===== src/rtl/mips_pkg.sv =====
// Shared store-path types: access size encodings and the buffered store entry.
package mips_pkg;

  localparam int unsigned ADDR_W = 32;
  localparam int unsigned DATA_W = 32;
  localparam int unsigned BE_W   = 4;

  typedef enum logic [1:0] {
    SIZE_BYTE = 2'b00,
    SIZE_HALF = 2'b01,
    SIZE_WORD = 2'b10,
    SIZE_RSVD = 2'b11
  } size_e;

  typedef struct packed {
    logic [ADDR_W-1:0] addr;
    logic [DATA_W-1:0] wdata;
    logic [BE_W-1:0]   be;
  } store_entry_t;

endpackage


===== src/rtl/store_fifo.sv =====
// In-order store buffer; flush empties it and overrides same-cycle push/pop.
module store_fifo
  import mips_pkg::*;
#(
  parameter int unsigned DEPTH = 2
) (
  input  logic         clk,
  input  logic         rst_n,
  input  logic         flush,
  input  logic         push,
  input  store_entry_t push_data,
  input  logic         pop,
  output store_entry_t head,
  output logic         full,
  output logic         empty
);

  localparam int unsigned PTR_W = (DEPTH > 1) ? $clog2(DEPTH) : 1;
  localparam int unsigned CNT_W = $clog2(DEPTH + 1);

  logic [PTR_W-1:0] wr_q, wr_d, rd_q, rd_d;
  logic [CNT_W-1:0] cnt_q, cnt_d;
  store_entry_t     mem_q [DEPTH];
  logic             push_ok, pop_ok;

  assign full    = (cnt_q == CNT_W'(DEPTH));
  assign empty   = (cnt_q == '0);
  assign push_ok = push && !full;
  assign pop_ok  = pop && !empty;
  assign head    = mem_q[rd_q];

  // Pointer/count next state; power-of-two depth lets pointers wrap naturally.
  always_comb begin
    wr_d  = wr_q;
    rd_d  = rd_q;
    cnt_d = cnt_q;
    if (flush) begin
      wr_d  = '0;
      rd_d  = '0;
      cnt_d = '0;
    end else begin
      if (push_ok) wr_d = wr_q + PTR_W'(1);
      if (pop_ok)  rd_d = rd_q + PTR_W'(1);
      case ({push_ok, pop_ok})
        2'b10:   cnt_d = cnt_q + CNT_W'(1);
        2'b01:   cnt_d = cnt_q - CNT_W'(1);
        default: cnt_d = cnt_q;
      endcase
    end
  end

  always_ff @(posedge clk or negedge rst_n) begin
    if (!rst_n) begin
      wr_q  <= '0;
      rd_q  <= '0;
      cnt_q <= '0;
      for (int unsigned i = 0; i < DEPTH; i++) mem_q[i] <= '0;
    end else begin
      wr_q  <= wr_d;
      rd_q  <= rd_d;
      cnt_q <= cnt_d;
      if (push_ok && !flush) mem_q[wr_q] <= push_data;
    end
  end

endmodule


===== src/rtl/store_unit.sv =====
// Store unit: formats stores into byte lanes, flags misaligned accesses,
// and buffers aligned stores in order toward data memory.
module store_unit
  import mips_pkg::*;
#(
  parameter int unsigned DEPTH = 2
) (
  input  logic              clk,
  input  logic              rst_n,
  input  logic              flush,
  input  logic              req_valid,
  output logic              req_ready,
  input  logic [ADDR_W-1:0] req_addr,
  input  logic [DATA_W-1:0] req_data,
  input  logic [1:0]        req_size,
  output logic              mem_valid,
  input  logic              mem_ready,
  output logic [ADDR_W-1:0] mem_addr,
  output logic [DATA_W-1:0] mem_wdata,
  output logic [BE_W-1:0]   mem_be,
  output logic              err_valid,
  output logic [ADDR_W-1:0] err_addr
);

  store_entry_t      fmt_entry, head;
  logic              misaligned, accept, full, empty;
  logic              err_valid_q, err_valid_d;
  logic [ADDR_W-1:0] err_addr_q, err_addr_d;

  // Lane replication and byte enables; reserved size is always an error.
  always_comb begin
    fmt_entry      = '0;
    misaligned     = 1'b0;
    fmt_entry.addr = {req_addr[ADDR_W-1:2], 2'b00};
    case (size_e'(req_size))
      SIZE_BYTE: begin
        fmt_entry.wdata = {4{req_data[7:0]}};
        fmt_entry.be    = BE_W'(4'b0001 << req_addr[1:0]);
      end
      SIZE_HALF: begin
        fmt_entry.wdata = {2{req_data[15:0]}};
        fmt_entry.be    = req_addr[1] ? 4'b1100 : 4'b0011;
        misaligned      = req_addr[0];
      end
      SIZE_WORD: begin
        fmt_entry.wdata = req_data;
        fmt_entry.be    = 4'b1111;
        misaligned      = (req_addr[1:0] != 2'b00);
      end
      default: misaligned = 1'b1;
    endcase
  end

  assign accept = req_valid && req_ready;

  store_fifo #(.DEPTH(DEPTH)) u_fifo (
    .clk       (clk),
    .rst_n     (rst_n),
    .flush     (flush),
    .push      (accept && !misaligned),
    .push_data (fmt_entry),
    .pop       (mem_valid && mem_ready),
    .head      (head),
    .full      (full),
    .empty     (empty)
  );

  assign req_ready = !full;
  assign mem_valid = !empty;
  assign mem_addr  = head.addr;
  assign mem_wdata = head.wdata;
  assign mem_be    = head.be;

  // Error pulse is raised even in a flush cycle; address held until the next error.
  always_comb begin
    err_valid_d = accept && misaligned;
    err_addr_d  = err_valid_d ? req_addr : err_addr_q;
  end

  always_ff @(posedge clk or negedge rst_n) begin
    if (!rst_n) begin
      err_valid_q <= 1'b0;
      err_addr_q  <= '0;
    end else begin
      err_valid_q <= err_valid_d;
      err_addr_q  <= err_addr_d;
    end
  end

  assign err_valid = err_valid_q;
  assign err_addr  = err_addr_q;

endmodule


===== config.mk =====
export PLATFORM = sky130hd
export DESIGN_NAME = store_unit
export DESIGN_NICKNAME = d
export VERILOG_FILES = /design/src/rtl/mips_pkg.sv /design/src/rtl/store_fifo.sv /design/src/rtl/store_unit.sv
export SDC_FILE = /design/constraint.sdc
export NUM_CORES = 1
export LEC_CHECK = 0
export ABC_AREA = 1
export BUFFER_PORTS_ARGS = -buffer_cell sky130_fd_sc_hd__buf_4
export CAP_MARGIN = 20
export CELL_PAD_IN_SITES_DETAIL_PLACEMENT = 1
export CELL_PAD_IN_SITES_GLOBAL_PLACEMENT = 1
export CORE_MARGIN = 2
export CORE_UTILIZATION = 42
export DETAILED_ROUTE_END_ITERATION = 10
export PLACE_DENSITY_LB_ADDON = 0.1
export SYNTH_ARGS = -nofsm -noshare
export SYNTH_HDL_FRONTEND = slang
export SYNTH_SLANG_ARGS = --single-unit

===== constraint.sdc =====
create_clock -name clk -period 4.99 [get_ports clk]
set_clock_uncertainty 0.2 [all_clocks]
set_input_delay 0.2495 -clock clk [delete_from_list [all_inputs] [get_ports clk]]
set_output_delay 0.2495 -clock clk [all_outputs]
set_load 0.01 [all_outputs]

==> flow_metrics.tcl <==
set metrics [dict create \
    status "finished, final reports clean" \
    crit_path_max_fanout 35 \
    ios 174 \
    p_leak_nw 5.32 \
    cap_violations 0 \
    die-width_um 138 \
    die_h_um 138 \
    worstPathCellList "inv_2 > buf_4 > nand2_1 > nand2_1 > buf_4" \
    grt_pass1_wl_um 36200 \
    grt-ovfl-total 0 \
    routabilityCongestion 0.841 \
    io_buffers 171 \
    first_pass_iters 5 \
    p_int_mw 3.39 \
    drtAntennaViolNets 0 \
    dp_worst_setup_slack_ns 2.05 \
    clk_pin_slew_ns 0.06 \
    crit_buf_inv 3 \
    fill_cells 2138 \
    sw_frac_of_total_pct 34.7 \
    grt_start_max_net_pins 105 \
    fin_setup_tns_ns 0 \
    synth_top_area_share_pct 56.0 \
    final_cells 1365 \
    synth_area_leaders "dfrtp_1, nand2_1, o21ai_0" \
    final_cell_area_sq_um 10000 \
    vias 6733 \
    yosysTopAreaCell "dfrtp_1" \
    seqPwrFrac_pct 41.0 \
    syn-instance-count 929 \
    ys_seq_area_share_pct 56.0 \
    area.growth.synth_to_final_pct 32.6 \
    cpPeakStageDelay_ns 0.52 \
    synth_edf_count 0 \
    postPlaceCellArea_sq_um 8900 \
    slew_headroom_pct 37.6 \
    avgSynthCellArea_sq_um 8.13 \
    worstMarginPinSlew_ns 0.936 \
    diodes 0 \
    design.core.area_sq_um 17800 \
    hold_viol 0 \
    routedWlPerCell_um 16.1 \
    rsz0062_at_grt "false" \
    power_switching_mw 1.81 \
    cts_tree "built" \
    path_delay_family "buffers and inverters" \
    cts_setup_buffers 0 \
    cp-end-kind "output port" \
    fin_crit_sh_pct 54.5 \
    worst_path_max_delay_cell "buf_4" \
    clock-root-buffer "clkbuf_16" \
    h-tree-depth 4 \
    start_util_pct 42.5 \
    synth_async_sr_flop_share_pct 100 \
    viasPerCell 4.93 \
    dpl.cell_count 1282 \
    wl_um 22000 \
    setup_ws_ns 2.27 \
    drc 0 \
    slew_viol_final 0 \
    drt_iter0_markers 294 \
    insertion_delay_ns 0.42 \
    period_needed_ns 2.72 \
    fp-row-count 49 \
    dieArea_sq_um 19100 \
    clock_sinks 169 \
    vdd_ir_drop_max_mv 0.260 \
    nNetsFinal 1194 \
    clockBufferDepth 2 \
    cp.required_ns 4.54 \
    syn-cell-area_sq_um 7550 \
    cp-start-kind "register" \
    drive_above_1_share_pct 21.1 \
    ys_warn_count 0 \
    pwr-share-clk_pct 24.9 \
    antenna_found_initial 0 \
    synth_cell_types 26 \
    max_freq_ghz 0.367 \
    hpwl_um 14100 \
    critPathKind "register to output port" \
    synth_flop_cell "dfrtp_1" \
    comb_power_share_pct 34.1 \
    power.density_nw_per_um2 519 \
    hold_path_class "primary input to register" \
    crit_arrival_ns 2.27 \
    setup_viol 0 \
    grt_usage_pct 23.3 \
    cts_buffers 17 \
    grt_pass1_vias 7023 \
    ys_ff_latch 169 \
]
through the flow:
| stage | hold slack, ns | utilization (%) | power, mW |
|---|---|---|---|
| finish | 0.0156 | 56.3 | 5.20 |
| global route | 0.0120 | 56.3 | 5.55 |
| CTS | 0.00106 | 56.1 | 5.24 |
| detailed placement | 0.0832 | 50.0 | 3.90 |
| global placement | 0.0864 | 50.0 | 3.82 |
| floorplan | -0.246 | - | 3.03 |
worst reg2reg max path, stage by stage, from the launching register on:
cell and delay [ns]:
dfrtp_1 0.43, inv_2 0.08, a21oi_4 0.16, nand3_2 0.12, inv_4 0.17, nand2_4 0.51
buf_4 0.51, nand2_1 0.14, o21ai_1 0.08
per-layer routing:
| layer | track usage (%) | vias up | routed length, um | share of wire [%] |
|---|---|---|---|---|
| met5 | 0 | - | 0 | 0 |
| met4 | 6.77 | 0 | 341 | 1.5 |
| met3 | 3.81 | 26 | 806 | 3.7 |
| met2 | 38.2 | 140 | 10600 | 48 |
| met1 | 32.1 | 3251 | 10300 | 47 |
| li1 | - | 3316 | - | - |
cell usage in the layout, fill, tap and decap left out, drive strengths merged:
cell type and count:
o22ai 2, o21ai 164, and2 1, buf 180, nand3 15, nand4 3, dlygate4sd3 49, clkbuf 21
conb 2, dfrtp 169, a21oi 12, a31oi 4, bufinv 1, inv 65, nor2 12, nand2 422
clkinv 4, nand3b 6, clkinvlp 4
final cells by class:
class / instances / area, sq um / share of cell area, %
flip-flops and latches: 169 / 4230 / 42.2
multi-input cells: 643 / 2800 / 27.9
clock buffers: 21 / 470 / 4.70
well taps: 229 / 287 / 2.86
inverters: 63 / 239 / 2.39
clock inverters: 11 / 113 / 1.12
repair buffers: 229 / 1880 / 18.8
state kept, by name, summed over array words and instances (netlist names):
name,flops
err_addr,32
u_fifo.wr_q,1
u_fifo.cnt_q,2
u_fifo.rd_q,1
u_fifo.mem_q,132
err_valid,1
power by group through the flow:
stage	combinational, mW	clock (mW)	sequential, mW
6_report	1.78	1.29	2.13
5_1_grt	1.99	1.37	2.19
4_1_cts	1.79	1.32	2.13
3_5_place_dp	1.75	0	2.15
3_3_place_gp	1.69	0	2.13
2_1_floorplan	0.905	0	2.13
synthesized netlist by cell type (8+ instances only):
cell type,n
nand2_1,419
dfrtp_1,169
o21ai_0,111
inv_1,57
o21ai_1,37
clkbuf_1,25
o21ai_2,16
nand3_1,14
buf_2,13
nor2_1,12
a21oi_1,11
buf_6,8
timing repair:
item                                   4_1_cts  5_1_grt
endpoints found under the hold margin      187        0
resized for setup                            0        0
hold buffers                                49        0
cells by family (layout without fill, tap and decap cells):
logic type / after synthesis / count (layout) / share of synthesized area (%)
buffers and inverters: 118 / 324 / 7.06
other: 1 / 2 / 0.0497
AO/OA/AOI/OAI: 182 / 182 / 13.1
AND/OR/NAND/NOR: 459 / 459 / 23.8
flip-flops: 169 / 169 / 56.0
final timing paths:
kind	cells after the start	end	slack (ns)	startpoint
worst min register to register	2	u_fifo.mem_q[135]	0.28	u_fifo.mem_q[135]
max in group asynchronous	3	u_fifo.mem_q[85]	3.21	rst_n
worst max-delay path	5	mem_addr[11]	2.27	u_fifo.rd_q
min in group asynchronous	2	err_addr[23]	0.18	rst_n
worst max register to register	8	u_fifo.mem_q[4]	2.47	u_fifo.cnt_q[0]
worst min-delay path	3	err_addr[1]	0.02	req_addr[1]
Note: power is estimated with default switching activity, not from simulation.
